File: src/rtl/pipe_pkg.sv
// Shared pipeline constants and hazard-controller FSM encoding.
// Types only; no logic, no latency, no flow control.
package pipe_pkg;

  localparam int REG_W = 5;
  localparam logic [REG_W-1:0] REG_ZERO = '0;

  typedef enum logic {
    RUN  = 1'b0,
    WAIT = 1'b1
  } hz_state_t;

endpackage

File: src/rtl/sat_counter.sv
// Saturating up-counter with synchronous clear.
// One-cycle update latency; holds at all-ones instead of wrapping.
module sat_counter #(
  parameter int W = 16
) (
  input  logic         clk,
  input  logic         clr,
  input  logic         en,
  output logic [W-1:0] q
);

  always_ff @(posedge clk) begin
    if (clr) begin
      q <= '0;
    end else if (en && (q != {W{1'b1}})) begin
      q <= q + W'(1);
    end
  end

endmodule

File: src/rtl/pipe_hazard_ctrl.sv
// Stall/hold/bubble/flush control for the 5-stage pipe plus wait-timeout monitor.
// Control outputs are combinational (zero latency); stall_cycles and mem_err are registered.
// A busy data memory freezes every stage; load-use stalls PC/IF/ID for one cycle.
module pipe_hazard_ctrl #(
  parameter int REG_W       = pipe_pkg::REG_W,
  parameter int CNT_W       = 16,
  parameter int MEM_TIMEOUT = 255
) (
  input  logic             clk,
  input  logic             rst,
  input  logic [REG_W-1:0] id_rA,
  input  logic [REG_W-1:0] id_rB,
  input  logic             id_useA,
  input  logic             id_useB,
  input  logic [REG_W-1:0] ex_rD,
  input  logic             ex_is_load,
  input  logic             ex_branch_taken,
  input  logic             mem_req,
  input  logic             mem_ready,
  output logic             pc_stall,
  output logic             ifid_stall,
  output logic             ifid_flush,
  output logic             idex_bubble,
  output logic             idex_hold,
  output logic             exmem_hold,
  output logic             memwb_bubble,
  output logic [CNT_W-1:0] stall_cycles,
  output logic             mem_err
);

  import pipe_pkg::*;

  hz_state_t        state;
  logic [CNT_W-1:0] wait_cnt;

  logic freeze;
  logic hit_a;
  logic hit_b;
  logic load_use;
  logic flush;
  logic lu_eff;
  logic active;

  assign freeze   = mem_req & ~mem_ready;
  assign hit_a    = id_useA & (id_rA == ex_rD);
  assign hit_b    = id_useB & (id_rB == ex_rD);
  assign load_use = ex_is_load & (ex_rD != REG_W'(0)) & (hit_a | hit_b);
  // A taken branch makes the ID instruction wrong-path, so its load-use stall is moot.
  assign flush    = ex_branch_taken & ~freeze;
  assign lu_eff   = load_use & ~flush & ~freeze;
  assign active   = ~rst;

  assign pc_stall     = active & (freeze | lu_eff);
  assign ifid_stall   = active & (freeze | lu_eff);
  assign ifid_flush   = active & flush;
  assign idex_bubble  = active & (lu_eff | flush);
  assign idex_hold    = active & freeze;
  assign exmem_hold   = active & freeze;
  assign memwb_bubble = active & freeze;

  sat_counter #(
    .W(CNT_W)
  ) u_stall_cnt (
    .clk (clk),
    .clr (rst),
    .en  (pc_stall),
    .q   (stall_cycles)
  );

  // wait_cnt parks at MEM_TIMEOUT once the error fires; the pipe keeps freezing.
  always_ff @(posedge clk) begin
    if (rst) begin
      state    <= RUN;
      wait_cnt <= '0;
      mem_err  <= 1'b0;
    end else begin
      case (state)
        RUN: begin
          if (freeze) begin
            state    <= WAIT;
            wait_cnt <= CNT_W'(1);
          end
        end
        WAIT: begin
          if (!freeze) begin
            state    <= RUN;
            wait_cnt <= '0;
          end else if (wait_cnt == CNT_W'(MEM_TIMEOUT)) begin
            mem_err <= 1'b1;
          end else begin
            wait_cnt <= wait_cnt + CNT_W'(1);
          end
        end
        default: begin
          state    <= RUN;
          wait_cnt <= '0;
        end
      endcase
    end
  end

endmodule
File: config.mk
export PLATFORM = sky130hd
export DESIGN_NAME = pipe_hazard_ctrl
export DESIGN_NICKNAME = d
export VERILOG_FILES = /design/src/rtl/pipe_pkg.sv /design/src/rtl/sat_counter.sv /design/src/rtl/pipe_hazard_ctrl.sv
export SDC_FILE = /design/constraint.sdc
export NUM_CORES = 1
export LEC_CHECK = 0
export ABC_CLOCK_PERIOD_IN_PS = 2700
export CAP_MARGIN = 20
export CORE_MARGIN = 10
export CORE_UTILIZATION = 51
export CTS_CLUSTER_DIAMETER = 120
export CTS_CLUSTER_SIZE = 20
export DETAILED_ROUTE_END_ITERATION = 10
export GPL_ROUTABILITY_DRIVEN = 0
export PLACE_DENSITY = 0.8
export RECOVER_POWER = 100
export SLEW_MARGIN = 0
export SYNTH_ARGS = -nofsm -noshare
export SYNTH_HDL_FRONTEND = slang
export SYNTH_HIERARCHICAL = 1
export SYNTH_SLANG_ARGS = --single-unit
File: constraint.sdc
create_clock -name clk -period 2.7 [get_ports clk]
set_input_delay 0.54 -clock clk [delete_from_list [all_inputs] [get_ports clk]]
set_output_delay 0.54 -clock clk [all_outputs]
set_load 0.005 [all_outputs]
==> metrics.md <==
| Metric | Value |
|---|---|
| Worst slack, placed | -404 ps |
| Slew margin rel. | about half |
| Num CTS Buffers | 5 |
| Row count | 23 |
| Core outline area | 4120 µm² |
| Placed insts | 350 |
| Fill count | 317 |
| Worst-path clk slew | 70 ps |
| Synth warn | 6 |
| Synth area leaders | dfxtp_1 (31%), mux2i_1 (4.5%), or4_1 (4.0%) |
| Logic pwr share | 13.0% |
| Worst setup margin | 120 ps |
| Drt pass-1 iters | 4 |
| Reg power frac | 48.4% |
| Area Growth Syn to Fin | 31.7% |
| Initial antenna violation count | 0 |
| Yosys top cell by area | dfxtp_1 |
| Main synth FF type | dfxtp_1 |
| Post-route ant nets | 0 |
| Required @ worst endpoint | 2160 ps |
| Crit path launch type | primary input |
| Largest net degree at the start of global routing | 33 |
| Net Switching | 267 µW |
| CTS tree | done |
| Total Routing Usage GR | 16.4% |
| Final Cycle Share | roughly 96% |
| Vias in the first global route | about 2.1k |
| Syn Inst Count | 253 |
| WL final | 5990 µm |
| Top-count cell post-synth | dfxtp_1 |
| # diodes | 0 |
| Drt wl/cell | 16.6 µm |
| Clock Latency Late Sink | 290 ps |
| I/O pins | 47 |
| Worst Path Max Fanout | 3 |
| # setup viols final | 0 |
| Hold WC Path Type | reg2reg |
| Vias per cell | 5.99 |
| Die area | 7410 µm² |
| Slew @ Worst Pin | around 750 ps |
| Pwr/cell area | 359 nW/µm² |
| Internal power | 785 µW |
| H-tree depth | 2 |
| Critical path class | in2out |
| Slew Viols, Final | 0 |
| Power Total | between 1000 and 1500 µW |
| Top post-synthesis cells by count | dfxtp_1 (34), nand2_1 (16), a21oi_1 (12), or4_1 (12) |
| Leakage | around 0.0011 µW |
| Clock buffer depth | 2 |
| Yosys top cell area share | 30.6% |
| Yosys reg bits | 34 |
| First-pass GRT wire length | a little over 10000 µm |
| Via Count | 2167 |
| Switching Fraction | 25.4% |
| Initial core utilization | 54.1% |
| Fmax | 388 MHz |
| Clk_skew | 8.82 ps |
| Status | finished, final reports clean |
| Sequential fraction of the synthesis area | 30.6% |
| Worst EP arrival | 2040 ps |
| Die height | 86.1 µm |
| Initial DRC Count | 74 |
| DIE WIDTH | 86.1 µm |
| Post-synth EDFFs | 0 |
| Final Hold Vio Count | 0 |
| GR Overflow Total | 0 |
| Max cap viols | 0 |
| Syn nets | 278 |
| Fin cells | 362 |
| Sink Count | 34 |
| Synth unique cells | 56 |
| Async S/R FF share, synth | 0% |
| Netlist Area Pre-Place | 2230 µm² |
| CP Capture Type | output port |
| Share of post-route cells with drive strength above 1 | 20.2% |
| Layout Nets | 336 |
| Number of port buffers | 46 |
| Minimum clock period | 2580 ps |
| Post-detail-place hpwl | 4210 µm |
| Number of remaining DRC errors | 0 |
| Syn avg cell area | 8.80 µm² |
| Clock power frac | around two fifths |
| Maximum vdd ir drop | 0.211 mV |
| Clock root cell | clkbuf_8 |
## through the flow
stage               hold slack [ps]  setup TNS [ps]  area (µm²)  utilization, %
floorplan                       460               0        2230               -
global placement                454           -2920        2790            67.9
detailed placement              462           -4190        2790            67.9
CTS                             483           -28.0        2940            71.4
global route                    526           -12.9        2930            71.3
finish                          472               0        2930            71.3
## sequential cells by signal, summed over array words and instances, names as in the netlist
signal         count
state              1
wait_cnt          16
mem_err            1
u_stall_cnt/q     16
## per-layer routing
metal	share of wire [%]	vias up	wire [µm]	GRT usage (%)
met5	0	-	0	0
met4	0.98	0	59	5.09
met3	4.8	7	290	5.30
met2	50	43	3020	27.4
met1	44	1031	2630	19.3
li1	-	1086	-	-
## kinds of logic after synthesis
family                   synth area share (%)
AO/OA/AOI/OAI                            18.3
flip-flops                               30.6
adder cells (fa/ha/maj)                  1.12
AND/OR/NAND/NOR                          34.0
XOR/XNOR                                 5.96
multiplexers                             5.00
buffers and inverters                    5.00
## cell type report
class	instances	area, µm²	share of cell area, %
multi-input combinational	197	1460	49.7
sequential	34	681	23.2
timing repair buffer	68	618	21.1
clock buffer	6	82.6	2.82
tap	50	62.6	2.13
inverter	5	18.8	0.640
clock inverter	2	12.5	0.427
## worst max-delay path, cell delays in order
cell and delay [ps]:
clkdlybuf4s50_1 470, nor2b_1 190, nor2b_2 200, buf_4 130, clkdlybuf4s50_1 500
## path summary, 6_finish.rpt
check | cells past startpoint | slack, ps | startpoint | to
setup reg to reg | 5 | 390 | wait_cnt[12]$_SDFFE_PP0P_ | wait_cnt[3]$_SDFFE_PP0P_
hold / removal | 2 | 470 | mem_err$_SDFFE_PP0P_ | mem_err$_SDFFE_PP0P_
setup / recovery | 5 | 120 | mem_req | idex_hold
hold reg to reg | 2 | 470 | mem_err$_SDFFE_PP0P_ | mem_err$_SDFFE_PP0P_
## placed cells by master, fill, tap and decap left out, drive strengths merged, types with 3 or more instances in the layout
cell type / count
a21oi: 18
a31oi: 3
and2: 3
and4: 5
buf: 21
clkbuf: 11
clkdlybuf4s50: 14
dfxtp: 34
dlygate4sd2: 4
dlygate4sd3: 17
dlymetal6s2s: 7
inv: 5
mux2i: 10
nand2: 17
nand3: 10
nand3b: 11
nand4: 6
nor2: 11
nor2b: 6
nor3: 4
nor4: 8
o2111ai: 3
o211ai: 4
o21ai: 7
o31ai: 8
or3: 4
or3b: 10
or4: 13
xnor2: 5
xor2: 8
## power groups by stage
stage          registers [µW]  clock network (µW)  logic (µW)
2_1_floorplan             519                   0        68.3
3_3_place_gp              522                   0         134
3_5_place_dp              522                   0         135
4_1_cts                   510                 413         136
5_1_grt                   510                 436         150
6_report                  510                 406         137
## repair_timing
action | in CTS | in global routing
buffers inserted | 5 | 0
gates resized for setup | 19 | 20
endpoints found under the setup margin | 4 | 20
hold buffers | 0 | 0
pin swaps | 5 | 6
(Power assumes the default switching activity.)
